<file path="config.mk">
export PLATFORM = sky130hd
export DESIGN_NAME = ahb_async_sram_ctrl
export DESIGN_NICKNAME = d
export VERILOG_FILES = /design/src/rtl/ahb_async_sram_ctrl.sv
export SDC_FILE = /design/constraint.sdc
export NUM_CORES = 1
export LEC_CHECK = 0
export CAP_MARGIN = 20
export CORE_MARGIN = 2
export CORE_UTILIZATION = 35
export CTS_CLUSTER_DIAMETER = 150
export DETAILED_ROUTE_END_ITERATION = 8
export PLACE_DENSITY = 0.69
export SETUP_SLACK_MARGIN = 0.1
export SYNTH_ARGS = -nofsm -noshare
export SYNTH_HDL_FRONTEND = slang
export SYNTH_SLANG_ARGS = --single-unit
</file>
<file path="constraint.sdc">
create_clock -name clk -period 2.9 [get_ports clk]
set_input_delay 0.29 -clock clk [delete_from_list [all_inputs] [get_ports clk]]
set_output_delay 0.29 -clock clk [all_outputs]
set_load 0.05 [all_outputs]
</file>
<file path="src/rtl/ahb_async_sram_ctrl.sv">
// AHB-Lite slave to 16-bit asynchronous SRAM bridge.
// Words take two SRAM beats (low half first); bytes and halfwords take one.
module ahb_async_sram_ctrl #(
    parameter int W_SRAM_ADDR = 18,
    parameter int RD_CYCLES   = 2,
    parameter int WR_CYCLES   = 2
) (
    input  logic                   clk,
    input  logic                   rst,
    output logic                   ahbls_hready_resp,
    input  logic                   ahbls_hready,
    output logic                   ahbls_hresp,
    input  logic [31:0]            ahbls_haddr,
    input  logic                   ahbls_hwrite,
    input  logic [1:0]             ahbls_htrans,
    input  logic [2:0]             ahbls_hsize,
    input  logic [31:0]            ahbls_hwdata,
    output logic [31:0]            ahbls_hrdata,
    output logic [W_SRAM_ADDR-1:0] sram_addr,
    output logic [15:0]            sram_dq_out,
    output logic                   sram_dq_oe,
    input  logic [15:0]            sram_dq_in,
    output logic                   sram_ce_n,
    output logic                   sram_we_n,
    output logic                   sram_oe_n,
    output logic [1:0]             sram_byte_n
);

    localparam int MAX_CYC = (RD_CYCLES > WR_CYCLES) ? RD_CYCLES : WR_CYCLES;
    localparam int CW      = $clog2(MAX_CYC) + 1;

    localparam logic [CW-1:0] RD_LOAD = CW'(RD_CYCLES - 1);
    localparam logic [CW-1:0] WR_LOAD = CW'(WR_CYCLES - 1);
    localparam logic [CW-1:0] CNT_ONE = CW'(1);

    typedef enum logic [2:0] {
        S_IDLE,
        S_RD_STROBE,
        S_WR_SETUP,
        S_WR_STROBE,
        S_DONE
    } state_t;

    state_t                 state_q, state_d;
    logic [CW-1:0]          cnt_q, cnt_d;
    logic                   beat_q, beat_d;
    logic                   word_q, word_d;
    logic                   write_q, write_d;
    logic [W_SRAM_ADDR-2:0] row_q, row_d;
    logic                   hi_sel_q, hi_sel_d;
    logic                   hready_resp_q, hready_resp_d;
    logic [31:0]            hrdata_q, hrdata_d;
    logic [W_SRAM_ADDR-1:0] addr_q, addr_d;
    logic [15:0]            dq_out_q, dq_out_d;
    logic                   dq_oe_q, dq_oe_d;
    logic                   ce_n_q, ce_n_d;
    logic                   we_n_q, we_n_d;
    logic                   oe_n_q, oe_n_d;
    logic [1:0]             byte_n_q, byte_n_d;

    logic       accept;
    logic       req_word;
    logic [1:0] req_byte_n;
    logic       unused_ahb;

    assign unused_ahb = ^{ahbls_htrans[0], ahbls_haddr[31:W_SRAM_ADDR+1]};

    assign accept   = ahbls_hready && ahbls_htrans[1] && hready_resp_q;
    assign req_word = (ahbls_hsize >= 3'd2);

    // Only a byte access narrows the lane strobes; haddr[0] picks ub/lb.
    always_comb begin
        req_byte_n = 2'b00;
        if (ahbls_hsize == 3'd0) begin
            req_byte_n = ahbls_haddr[0] ? 2'b01 : 2'b10;
        end
    end

    always_comb begin
        state_d       = state_q;
        cnt_d         = cnt_q;
        beat_d        = beat_q;
        word_d        = word_q;
        write_d       = write_q;
        row_d         = row_q;
        hi_sel_d      = hi_sel_q;
        hready_resp_d = 1'b0;
        hrdata_d      = hrdata_q;
        addr_d        = addr_q;
        dq_out_d      = dq_out_q;
        dq_oe_d       = 1'b0;
        ce_n_d        = 1'b1;
        we_n_d        = 1'b1;
        oe_n_d        = 1'b1;
        byte_n_d      = 2'b11;

        case (state_q)
            S_IDLE, S_DONE: begin
                if (accept) begin
                    word_d   = req_word;
                    write_d  = ahbls_hwrite;
                    row_d    = ahbls_haddr[W_SRAM_ADDR:2];
                    hi_sel_d = ahbls_haddr[1];
                    beat_d   = 1'b0;
                    addr_d   = req_word ? {ahbls_haddr[W_SRAM_ADDR:2], 1'b0}
                                        : ahbls_haddr[W_SRAM_ADDR:1];
                    byte_n_d = req_byte_n;
                    ce_n_d   = 1'b0;
                    if (ahbls_hwrite) begin
                        state_d = S_WR_SETUP;
                    end else begin
                        state_d = S_RD_STROBE;
                        oe_n_d  = 1'b0;
                        cnt_d   = RD_LOAD;
                    end
                end else begin
                    state_d       = S_IDLE;
                    hready_resp_d = 1'b1;
                end
            end

            S_RD_STROBE: begin
                ce_n_d   = 1'b0;
                oe_n_d   = 1'b0;
                byte_n_d = byte_n_q;
                if (cnt_q != '0) begin
                    cnt_d = cnt_q - CNT_ONE;
                end else if (word_q && !beat_q) begin
                    hrdata_d[15:0] = sram_dq_in;
                    beat_d         = 1'b1;
                    addr_d         = {row_q, 1'b1};
                    cnt_d          = RD_LOAD;
                end else begin
                    // A single-beat read is replicated so either lane is valid.
                    hrdata_d      = word_q ? {sram_dq_in, hrdata_q[15:0]}
                                           : {sram_dq_in, sram_dq_in};
                    state_d       = S_DONE;
                    ce_n_d        = 1'b1;
                    oe_n_d        = 1'b1;
                    byte_n_d      = 2'b11;
                    hready_resp_d = 1'b1;
                end
            end

            S_WR_SETUP: begin
                state_d  = S_WR_STROBE;
                cnt_d    = WR_LOAD;
                ce_n_d   = 1'b0;
                we_n_d   = 1'b0;
                dq_oe_d  = 1'b1;
                byte_n_d = byte_n_q;
                dq_out_d = (word_q ? beat_q : hi_sel_q) ? ahbls_hwdata[31:16]
                                                        : ahbls_hwdata[15:0];
            end

            S_WR_STROBE: begin
                ce_n_d   = 1'b0;
                dq_oe_d  = 1'b1;
                byte_n_d = byte_n_q;
                if (cnt_q != '0) begin
                    cnt_d  = cnt_q - CNT_ONE;
                    we_n_d = 1'b0;
                end else if (word_q && !beat_q) begin
                    beat_d  = 1'b1;
                    addr_d  = {row_q, 1'b1};
                    state_d = S_WR_SETUP;
                end else begin
                    // dq stays driven through DONE as data hold after we_n rises.
                    state_d       = S_DONE;
                    ce_n_d        = 1'b1;
                    byte_n_d      = 2'b11;
                    hready_resp_d = 1'b1;
                end
            end

            default: begin
                state_d       = S_IDLE;
                hready_resp_d = 1'b1;
            end
        endcase
    end

    always_ff @(posedge clk or posedge rst) begin
        if (rst) begin
            state_q       <= S_IDLE;
            cnt_q         <= '0;
            beat_q        <= 1'b0;
            word_q        <= 1'b0;
            write_q       <= 1'b0;
            row_q         <= '0;
            hi_sel_q      <= 1'b0;
            hready_resp_q <= 1'b1;
            hrdata_q      <= '0;
            addr_q        <= '0;
            dq_out_q      <= '0;
            dq_oe_q       <= 1'b0;
            ce_n_q        <= 1'b1;
            we_n_q        <= 1'b1;
            oe_n_q        <= 1'b1;
            byte_n_q      <= 2'b11;
        end else begin
            state_q       <= state_d;
            cnt_q         <= cnt_d;
            beat_q        <= beat_d;
            word_q        <= word_d;
            write_q       <= write_d;
            row_q         <= row_d;
            hi_sel_q      <= hi_sel_d;
            hready_resp_q <= hready_resp_d;
            hrdata_q      <= hrdata_d;
            addr_q        <= addr_d;
            dq_out_q      <= dq_out_d;
            dq_oe_q       <= dq_oe_d;
            ce_n_q        <= ce_n_d;
            we_n_q        <= we_n_d;
            oe_n_q        <= oe_n_d;
            byte_n_q      <= byte_n_d;
        end
    end

    logic unused_write;
    assign unused_write = write_q;

    assign ahbls_hready_resp = hready_resp_q;
    assign ahbls_hresp       = 1'b0;
    assign ahbls_hrdata      = hrdata_q;
    assign sram_addr         = addr_q;
    assign sram_dq_out       = dq_out_q;
    assign sram_dq_oe        = dq_oe_q;
    assign sram_ce_n         = ce_n_q;
    assign sram_we_n         = we_n_q;
    assign sram_oe_n         = oe_n_q;
    assign sram_byte_n       = byte_n_q;

endmodule
</file>
Word-level counts from Yosys, hierarchy flattened
Index checks and enable logic that the tools add are counted.

word-level totals
  word-level logic and storage cells = 96
  input port bits = 89
  bits in registers = 97

operators by class
  bitwise logic cells = 3
  reductions and logical operators = 19
  add/sub/neg operators = 1
  eq/ne operators = 15
  multiplexer cells = 42
  magnitude comparators = 1

operators by type and width
  operator              number
  $mux W18              3
  $mux W16              3
  $pmux W18 S2          1
  $mux W2               11
  $ne A2 B2 Y1 const B  8
  $mux W3               5
  $mux W1               12
  $pmux W3 S4           1
  $reduce_and A3 Y1     4
  $pmux W2 S4           1
  $eq A3 B2 Y1 const B  2
  $logic_not A3 Y1      2
  $pmux W1 S2           3
  $pmux W2 S3           1
  $reduce_or A2 Y1      3
  $reduce_and A5 Y1     1
  $ne A2 B1 Y1 const B  2
  $reduce_and A4 Y1     1
  $reduce_bool A2 Y1    2
  $reduce_bool A4 Y1    1
  $eq A3 B1 Y1 const B  1
  $eq A3 B3 Y1 const B  1
  $ge A3 B2 Y1 const B  1
  $logic_and A1 B1 Y1   3
  other kinds (6)       8

Longest topological paths before layout
  word-level depth = 5
  depth in mapped cells = 7
  gate-level depth less buffers = 5

Worst setup path before layout
No wires, ideal clock.

  path kind = flip-flop to flip-flop
  start = register sram_ce_n (netlist name)
  end = register addr_q[17], in the netlist sram_addr[17]
  path slack = 933 ps
  stages on the path, launching flop included = 5
  period minus slack after synthesis = 1967 ps
  data arrival time = 1842 ps
  cells stage by stage = dfstp_2 -> nand3_1 -> o32ai_4 -> buf_4 -> mux2_2

RTL lines
  element               RTL line  RTL
  end signal, assigned  211       addr_q <= addr_d;
  end, declared         53        logic [W_SRAM_ADDR-1:0] addr_q, addr_d;

Worst setup path after layout
  start = register cnt_q[0]
  end = register addr_q[6], in the netlist sram_addr[6]

between the ends
  word-level cells in the longest chain between the ends = 3

RTL lines
  element                             RTL line  RTL
  start, declared                     45        logic [CW-1:0] cnt_q, cnt_d;
  start signal, assigned              203       cnt_q <= cnt_d;
  $reduce_bool A2 Y1                  126, 160
  $ne A2 B2 Y1 (no source line)       --
  $reduce_and A4 Y1 (no source line)  --

No other way between the ends.
A chain may end at the register's enable or synchronous reset.

==> impl_metrics.json <==
{
  "detailed_routing_iteration_count_for_the_pre_antenna_repair_pass": 6,
  "globalRouteOverflowTotal": 0,
  "outcome": "complete, but fails checks",
  "clock-root-buffer": "sky130_fd_sc_hd__clkbuf_16",
  "start_kind": "flip-flop",
  "synthesis.area_mm2": 0.00417,
  "path_class_of_the_lowest_slack_min_delay_path": "input pin to async pin",
  "ratio_of_total_power_to_cell_area_mw_per_mm2": 1360,
  "clock-sinks": 97,
  "wirelength_mm": 9.49,
  "remaining_drc_errors": 16,
  "cts_tree": "done",
  "critPathCaptureType": "flip-flop",
  "post-layout-total-power_mw": 8.28,
  "synth_nets": 394,
  "portBuffers": 147,
  "multi_input_comb_area_mm2": 0.00161,
  "maximum_number_of_pins_on_one_net_before_global_route_repair": 98,
  "antenna_cells_inserted": 0,
  "synthesis.yosys.warnings": 0,
  "final_max_slew_violation_count": 0,
  "failing_checks": "design-rule violations",
  "final_cell_area_mm2": 0.00607,
  "relSlewSlack": 0.639,
  "reg2reg_depth": 6,
  "final_critical_path_setup_slack_ps": 857,
  "ctsHtreeMaxLevel": 3,
  "synth-edff-count": 0,
  "numCtsBuffers": 9,
  "io_pins": 163,
  "post_cts_resized": 0,
  "die_width_um": 113,
  "post_synth_num_cell_types": 36,
  "synth_sequential_area_ratio": 0.584,
  "synth_area_leader": "sky130_fd_sc_hd__dfrtp_1",
  "layout.cells.most_common_list": "147 x sky130_fd_sc_hd__clkdlybuf4s50_1, 92 x sky130_fd_sc_hd__dfrtp_1, 86 x sky130_fd_sc_hd__mux2_2, 21 x sky130_fd_sc_hd__nor2_1, 18 x sky130_fd_sc_hd__a21oi_1",
  "post_drt_via_cell_ratio": 4.86,
  "finalNonFillerCells": 597,
  "async_reset_ff_frac": 1.00,
  "rows": 39,
  "grt_pass1_wl_mm": 15.4,
  "synth_top_area_share": 0.553,
  "regToRegEndpoint": "sram_addr[6]$_DFFE_PP0P_",
  "hold_ws_ps": 444,
  "rrSetupSlack_ps": 860,
  "ir_worst_vdd_mv": 0.575,
  "areaGrowthSynthToFinish_pct": 45.6,
  "min_period_ps": 2040,
  "setup_total_negative_slack_ps": 0,
  "cp.required_ps": 3130,
  "final.period_utilization": 0.704,
  "post_cts.repair.setup_buffers": 0,
  "fmaxAchievable_mhz": 489,
  "yosys_register_bits": 97,
  "initial_core_util": 0.362,
  "number_of_instances_in_the_synthesized_netlist": 303,
  "clock-skew-final_ps": 9.28,
  "grt_setup_unrepaired": "no",
  "cellLeakagePower_nw": 2.53,
  "dp_hpwl_mm": 6.68,
  "gp_congestion": 0.728,
  "filler_cells_inserted": 985,
  "die_h_um": 113,
  "setup.worst_path.class": "flip-flop to flip-flop",
  "final_setup_viols": 0,
  "routed_wire_length_per_instance_um": 15.9,
  "critPathArrivalTime_ps": 2270,
  "final_layout_size_suffix_gt1_frac": 0.269,
  "worstReg2RegStart": "cnt_q[0]$_DFFE_PP0P_",
  "ys_dominant_reg_cell": "sky130_fd_sc_hd__dfrtp_1",
  "average_cell_area_after_synthesis_um2": 13.8,
  "place_inst": 581,
  "clockBufferDepth": 2,
  "clkTransAtPathRegs_ps": 70,
  "dp_worst_setup_slack_ps": 833,
  "worstPathMaxFanout": 17,
  "design.final.nets": 540,
  "globalRouteTotalUtil": 0.152,
  "ant_nets": 0,
  "maxCapViolations": 0,
  "synth_area_leaders": "sky130_fd_sc_hd__dfrtp_1 55%, sky130_fd_sc_hd__mux2_2 23%, sky130_fd_sc_hd__mux2i_1 3.8%, sky130_fd_sc_hd__dfstp_2 3.2%, sky130_fd_sc_hd__a21oi_1 2.2%",
  "design.die.area_mm2": 0.0128,
  "layout.cells.most_common": "sky130_fd_sc_hd__clkdlybuf4s50_1",
  "finalHoldViolations": 0,
  "grt_pass1_vias": 3102,
  "worst-slew-pin-transition_ps": 539,
  "critPathLaunch": "cnt_q[0]$_DFFE_PP0P_",
  "worstSkewPairLatency_ps": 340,
  "placement.cell_area_mm2": 0.00578,
  "endpoint": "sram_addr[6]$_DFFE_PP0P_",
  "coreArea_mm2": 0.0115,
  "final_core_utilization": 0.527,
  "drc_violation_total_after_the_first_tritonroute_iteration": 108,
  "dr_total_vias": 2899,
  "final-seq-area_mm2": 0.00243,
  "post_cts_hold_buffer_count": 0,
  "antenna_found_initial": 0
}
[area by class of cell]
class                   count  share of cell area
clock buffers               9              0.0371
repair buffers            153               0.252
well taps                 143              0.0295
clock inverters             7             0.00990
flip-flops and latches     97               0.401
inverters                   6             0.00433
multi-input cells         182               0.266
[worst max-delay path, stage by stage, from the launching register on]
cell	delay [ps]
sky130_fd_sc_hd__dfrtp_1	380
sky130_fd_sc_hd__inv_1	100
sky130_fd_sc_hd__ha_1	340
sky130_fd_sc_hd__nand3b_1	260
sky130_fd_sc_hd__o32ai_4	150
sky130_fd_sc_hd__buf_4	320
sky130_fd_sc_hd__mux2_2	380
[cells in the mapped netlist, types with 2 or more instances]
library cell / count
sky130_fd_sc_hd__nand2b_1: 3
sky130_fd_sc_hd__mux2_2: 86
sky130_fd_sc_hd__o21bai_1: 2
sky130_fd_sc_hd__nor3_1: 2
sky130_fd_sc_hd__mux2i_1: 16
sky130_fd_sc_hd__buf_2: 9
sky130_fd_sc_hd__nand2_1: 6
sky130_fd_sc_hd__nand3_1: 2
sky130_fd_sc_hd__buf_4: 4
sky130_fd_sc_hd__clkbuf_1: 4
sky130_fd_sc_hd__inv_1: 6
sky130_fd_sc_hd__dfrtp_1: 92
sky130_fd_sc_hd__nor2_1: 21
sky130_fd_sc_hd__nand2_2: 2
sky130_fd_sc_hd__a21oi_1: 18
sky130_fd_sc_hd__o22a_1: 2
sky130_fd_sc_hd__a311o_1: 2
sky130_fd_sc_hd__dfstp_2: 5
sky130_fd_sc_hd__ha_1: 2
sky130_fd_sc_hd__or2_2: 2
sky130_fd_sc_hd__nor3b_1: 2
[sequential cells by signal (all words and copies together), names as in the netlist]
name / cells
ahbls_hrdata: 32
sram_addr: 18
row_q: 17
sram_dq_out: 16
state_q: 3
cnt_q: 2
sram_byte_n: 2
beat_q: 1
hi_sel_q: 1
sram_ce_n: 1
sram_dq_oe: 1
sram_oe_n: 1
sram_we_n: 1
word_q: 1
[how the worst min path moves through the flow]
stage / start / endpoint / slack, ps / depth (start not counted)
2_1_floorplan: ahbls_hwrite / state_q[1]$_DFFE_PP0P_ / 420 / 2
3_3_place_gp: row_q[7]$_DFFE_PP0P_ / row_q[7]$_DFFE_PP0P_ / 480 / 1
3_5_place_dp: ahbls_hrdata[9]$_DFFE_PP0P_ / ahbls_hrdata[9]$_DFFE_PP0P_ / 490 / 1
4_1_cts: rst / ahbls_hrdata[14]$_DFFE_PP0P_ / 470 / 3
5_1_grt: rst / ahbls_hrdata[24]$_DFFE_PP0P_ / 510 / 3
6_report: rst / ahbls_hrdata[24]$_DFFE_PP0P_ / 440 / 3
[kinds of logic (layout without fill, tap and decap cells)]
logic type | Yosys count | in the layout | synth area share
mux | 103 | 103 | 0.274
flops | 97 | 97 | 0.584
simple gates | 45 | 45 | 0.0532
compound gates | 31 | 31 | 0.0520
buf+inv | 24 | 175 | 0.0297
fa+ha+maj | 2 | 2 | 0.00601
other cells | 1 | 1 | 0.000900
[routing by layer]
layer / global-route usage / wire length [um] / vias up
li1: - / - / 1360
met1: 0.189 / 3960 / 1426
met2: 0.256 / 4610 / 100
met3: 0.0391 / 765 / 13
met4: 0.0569 / 156 / 0
met5: 0 / 0 / -
[report_power, final]
part / switching (mW) / leakage, nW / internal [mW] / total, mW
combinational: 2.82 / 1.27 / 1.90 / 4.71
clock: 0.540 / 0.137 / 0.597 / 1.14
sequential: 0.383 / 1.13 / 2.05 / 2.43
No activity file was read; power rests on OpenSTA's default activity.
